$ cat src/rtl/sample_accumulator_pkg.sv
// Shared constants for the sample accumulator stage of the send path.
// Holds the accumulator FSM state encodings used by sample_accumulator.
package sample_accumulator_pkg;

    // Accumulator FSM states. The numeric encodings are fixed so that other
    // blocks on the send path can decode this FSM consistently.
    typedef enum logic [1:0] {
        ST_IDLE  = 2'd0,
        ST_ACCUM = 2'd1,
        ST_DONE  = 2'd2
    } acc_state_t;

endpackage

$ cat src/rtl/sample_accumulator.sv
// Windowed sample accumulator feeding the send FSM.
// While sum_en is high it sums 2**N_LOG2 accepted samples. It then latches
// the sum and the truncating average and pulses sum_ready for one cycle.
// sum_out/avg_out hold until the next completed window or reset.
module sample_accumulator
    import sample_accumulator_pkg::*;
#(
    parameter  int DATA_W = 12,
    parameter  int N_LOG2 = 4,
    localparam int OUT_W  = DATA_W + N_LOG2
) (
    input  logic              clk,
    input  logic              reset,
    input  logic              sum_en,
    input  logic              sample_valid,
    input  logic [DATA_W-1:0] sample,
    output logic              sample_ready,
    output logic              sum_ready,
    output logic [OUT_W-1:0]  sum_out,
    output logic [DATA_W-1:0] avg_out,
    output logic              sample_dropped
);

    // One extra bit keeps the count range clear of wrap-around; the window
    // ends on the accept seen while cnt holds its last in-window value.
    localparam int              CNT_W    = N_LOG2 + 1;
    localparam logic [CNT_W-1:0] LAST_CNT = CNT_W'((2 ** N_LOG2) - 1);

    acc_state_t        state_q, state_d;
    logic [OUT_W-1:0]  acc_q, acc_d;
    logic [CNT_W-1:0]  cnt_q, cnt_d;
    logic [OUT_W-1:0]  sum_out_d;
    logic              sum_ready_d;
    logic              dropped_d;

    // Samples are only taken while accumulating.
    assign sample_ready = (state_q == ST_ACCUM);

    // The average is the sum with the window-size bits shifted away.
    assign avg_out = sum_out[OUT_W-1:N_LOG2];

    // Next-state, accumulator, counter and output-pulse decode.
    always_comb begin
        // NOTE: every signal gets a default before the case so that no path
        // leaves it unassigned, which would otherwise infer a latch.
        state_d     = ST_IDLE;
        acc_d       = acc_q;
        cnt_d       = cnt_q;
        sum_out_d   = sum_out;
        sum_ready_d = 1'b0;
        dropped_d   = 1'b0;

        case (state_q)
            ST_IDLE: begin
                acc_d   = '0;
                cnt_d   = '0;
                state_d = sum_en ? ST_ACCUM : ST_IDLE;
            end

            ST_ACCUM: begin
                if (!sum_en) begin
                    // Abort: partial window discarded, latched result kept.
                    state_d = ST_IDLE;
                    acc_d   = '0;
                    cnt_d   = '0;
                end else begin
                    state_d = ST_ACCUM;
                    if (sample_valid) begin
                        if (cnt_q == LAST_CNT) begin
                            sum_out_d   = acc_q + OUT_W'(sample);
                            sum_ready_d = 1'b1;
                            state_d     = ST_DONE;
                            acc_d       = '0;
                            cnt_d       = '0;
                        end else begin
                            acc_d = acc_q + OUT_W'(sample);
                            cnt_d = cnt_q + CNT_W'(1);
                        end
                    end
                end
            end

            ST_DONE: begin
                // The one-cycle bubble cannot take a sample; flag any that arrives.
                dropped_d = sample_valid;
                acc_d     = '0;
                cnt_d     = '0;
                state_d   = sum_en ? ST_ACCUM : ST_IDLE;
            end

            default: begin
                state_d = ST_IDLE;
                acc_d   = '0;
                cnt_d   = '0;
            end
        endcase
    end

    // State, datapath registers and registered outputs.
    always_ff @(posedge clk) begin
        // NOTE: every register here, including the latched result, is cleared
        // by reset so a mid-window reset leaves no trace of the old window.
        if (reset) begin
            state_q        <= ST_IDLE;
            acc_q          <= '0;
            cnt_q          <= '0;
            sum_out        <= '0;
            sum_ready      <= 1'b0;
            sample_dropped <= 1'b0;
        end else begin
            // NOTE: non-blocking assignments so all registers update together
            // from values computed before the edge.
            state_q        <= state_d;
            acc_q          <= acc_d;
            cnt_q          <= cnt_d;
            sum_out        <= sum_out_d;
            sum_ready      <= sum_ready_d;
            sample_dropped <= dropped_d;
        end
    end

endmodule

$ cat config.mk
export PLATFORM = sky130hd
export DESIGN_NAME = sample_accumulator
export DESIGN_NICKNAME = d
export VERILOG_FILES = /design/src/rtl/sample_accumulator_pkg.sv /design/src/rtl/sample_accumulator.sv
export SDC_FILE = /design/constraint.sdc
export NUM_CORES = 1
export LEC_CHECK = 0
export BUFFER_PORTS_ARGS = -buffer_cell sky130_fd_sc_hd__buf_4
export CORE_ASPECT_RATIO = 2
export CORE_MARGIN = 2
export CORE_UTILIZATION = 53
export DETAILED_ROUTE_END_ITERATION = 8
export PLACE_DENSITY = 0.82
export SLEW_MARGIN = 20
export SYNTH_ARGS = -nofsm -noshare
export SYNTH_HDL_FRONTEND = slang
export SYNTH_SLANG_ARGS = --single-unit
$ cat constraint.sdc
create_clock -name clk -period 2.75 [get_ports clk]
set_input_delay 0.275 -clock clk [delete_from_list [all_inputs] [get_ports clk]]
set_output_delay 0.275 -clock clk [all_outputs]
set_load 0.03 [all_outputs]
==> run metrics <==
status=complete, no violations; Fin. Hold Viols=0; fin. max-slew vios=0; post-synthesis simple-gate area fraction=22.8%; Hold/Removal Path Class=in -> reg; post-route antenna net violation count=0; clock share of power=38.6%; Clock transition at path regs=0.08 ns; post-DR wirelength/cell=15.2 µm; vias in the first global route=2011; Die X=51.3 µm; antenna violations before repair=0; clock latency on the worst-skew pair=0.31 ns; CP Cell Sequence=ha_1 > fa_1 > a211oi_1 > o21ai_0 > a21oi_1 > xnor2_1 > nand2_1 > a21oi_1; Achievable Freq=426 MHz; antenna diode count=0; CP Data Required Time=2.99 ns; post-synthesis compound-gate area fraction=20.7%; number of synthesized flops with an enable pin=0; mapped cell area=2370 µm²; RePlAce Congestion=0.866; setup_tns=0 ns; peak supply drop=0.350 mV; crit path buf inv count=0; CTS buffer count=5; Rows=34; WHS=0.241 ns; LEAKAGE=1.13 nW; setup violators final=0; mux contribution to synthesized area=0.898%; Syn Nets=311; post-synthesis cell count=281; Synth Register Bits=41; Power Total=1.15 mW; die area=5050 µm²; minimum clock period=2.35 ns; Sequential Power Share=52.0%; largest family of logic cells by synthesized area=simple AND/OR/NAND/NOR gates; Synth async-reset ratio=0%; Adder-Cell Fraction of Synth Area=7.71%; IO buf count=46; CTS HTree Levels=2; Comb power frac=9.4%; Seq/Total Area, Yosys=34.7%; Final Cycle Share=85.4%; clock tree buffer depth=2; Slowest cell on crit path=fa_1; Ys Warns=0; sw frac=24.6%; pin count of the biggest net entering global routing=21; # clock sinks=41; xor and xnor fraction of the mapped netlist area=5.92%; crit end category=flop; Initial Util=54.6%; Die H=98.5 µm; CTS tree=built; Max stage delay on crit path=0.42 ns; RSZ-0062 raised after global routing=no; total grt overflow=0; final wirelength=5560 µm; syn avg cell area=8.43 µm²; drt first pass iters=4; Final #Nets=342; largest delay contributor family on the critical path=compound AO/OA/AOI/OAI gates; initial DRC count=34; CP Class=reg -> reg; Clock Skews=0.0111 ns; cts hold-fix bufs=0; Worst setup SP type=flop; root buffer cell=clkbuf_8; CP max FO=4; share of cells above drive strength 1=21.4%; routed via count=2110; library cells used by synthesis=51; drt via density=5.75; Int Pwr=867 µW; Synth-to-Final Area Change=16.2%; Max-slew headroom=60.5%; post-CTS setup buffer count=0; CORE AREA=4340 µm²; power density over the cells=418 nW/µm²; io pins=47; critical path's most frequent cell=a21oi_1; Util after Layout=63.4%; first-pass GRT wire length=9080 µm; overall routing resource usage=23.8%; hpwl dp=4190 µm; Critical Path AT=2.58 ns; Psw=282 µW; main flop type after synthesis=dfxtp_1; max-cap violations=0; drc violations=0; post-CTS sizing=0; Slew @ Worst Pin=0.590 ns
[power by group through the flow]
stage,sequential [mW],combinational [mW],clock [mW]
2_1_floorplan,0.612,0.0729,0
3_3_place_gp,0.612,0.104,0
3_5_place_dp,0.612,0.106,0
4_1_cts,0.598,0.107,0.461
5_1_grt,0.599,0.119,0.475
6_report,0.598,0.108,0.444
[per-layer routing]
| metal | GRT usage [%] | routed length (µm) |
|---|---|---|
| met1 | 25.0 | 2100 |
| met2 | 42.2 | 3070 |
| met3 | 4.85 | 218 |
| met4 | 13.4 | 174 |
| met5 | 0 | 0 |
[kinds of logic after synthesis]
family,count (synthesis)
adder cells (fa/ha/maj),14
AO/OA/AOI/OAI,69
flip-flops,41
XOR/XNOR,16
buffers and inverters,30
multiplexers,2
AND/OR/NAND/NOR,109
[path summary, 6_finish.rpt]
check	startpoint	end	slack, ns	depth (start not counted)
hold / removal	sum_en	state_q[0]	0.24	2
setup reg to reg	acc_q[0]	sum_out[10]	0.40	8
setup / recovery	acc_q[0]	sum_out[10]	0.40	8
hold reg to reg	state_q[0]	sample_dropped	0.44	1
[cell usage after synthesis, drive strengths merged, types with 2 or more instances]
master	n	area share, %
and3	3	0.85
clkbuf	8	1.3
nand3	11	2.3
nand4b	3	1.1
a22o	6	2.2
ha	13	6.9
nor2b	3	0.79
a211oi	4	1.3
buf	17	5.2
nor2	25	4.0
nand2b	2	0.53
or2	2	0.53
o22ai	4	1.6
and4	2	0.90
and2	2	0.53
dfxtp	41	35
xor2	3	1.1
a21o	6	1.9
a21oi	26	5.5
a31oi	6	2.2
xnor2	13	4.8
nor4	2	0.53
inv	4	0.63
o211ai	2	0.63
o21ai	6	1.3
nor4b	2	0.74
nand3b	3	0.95
nand4	8	2.1
nand2	38	6.0
[area by class of cell]
cell class / instances / area [µm²]
clock inverters: 1 / 5.00
fillers: 420 / 1590
inverters: 5 / 18.8
well taps: 54 / 67.6
multi-input cells: 210 / 1380
repair buffers: 49 / 368
clock buffers: 7 / 96.3
flip-flops and latches: 41 / 821
[flip-flops by register name, summed over array words and instances, names as in the netlist]
register,flops
acc_q,16
cnt_q,5
sample_dropped,1
state_q,2
sum_out,16
sum_ready,1
[cells in the final DEF (no fill, tap or decap), types with 2 or more instances in the layout]
cell / synthesis / layout
nand2_1: 38 / 38
a21oi_1: 26 / 26
xnor2_1: 13 / 13
nor4_1: 2 / 2
nor2b_1: 3 / 3
and3_1: 2 / 2
nand3b_1: 3 / 3
dfxtp_1: 41 / 41
a211oi_1: 4 / 4
nand3_1: 11 / 11
buf_4: 13 / 49
nor4b_1: 2 / 2
nand2b_1: 2 / 2
nand4b_1: 3 / 3
a22o_1: 6 / 6
nor2_1: 25 / 25
or2_2: 2 / 2
o22ai_1: 3 / 3
o21ai_0: 6 / 6
clkbuf_8: 0 / 7
nand4_1: 8 / 8
o211ai_1: 2 / 2
a21o_1: 6 / 6
ha_1: 13 / 13
inv_1: 4 / 4
xor2_1: 3 / 3
and2_1: 2 / 2
a31oi_1: 5 / 5
[metrics by stage]
stage / instance area [µm²] / setup WS [ns] / cells
5_1_grt: 2750 / 0.245 / 367
3_5_place_dp: 2650 / 0.330 / 359
6_report: 2750 / 0.403 / 367
3_3_place_gp: 2650 / 0.369 / 359
4_1_cts: 2750 / 0.433 / 367
2_1_floorplan: 2370 / 0.678 / 281
Note: power is estimated with default switching activity, not from simulation.
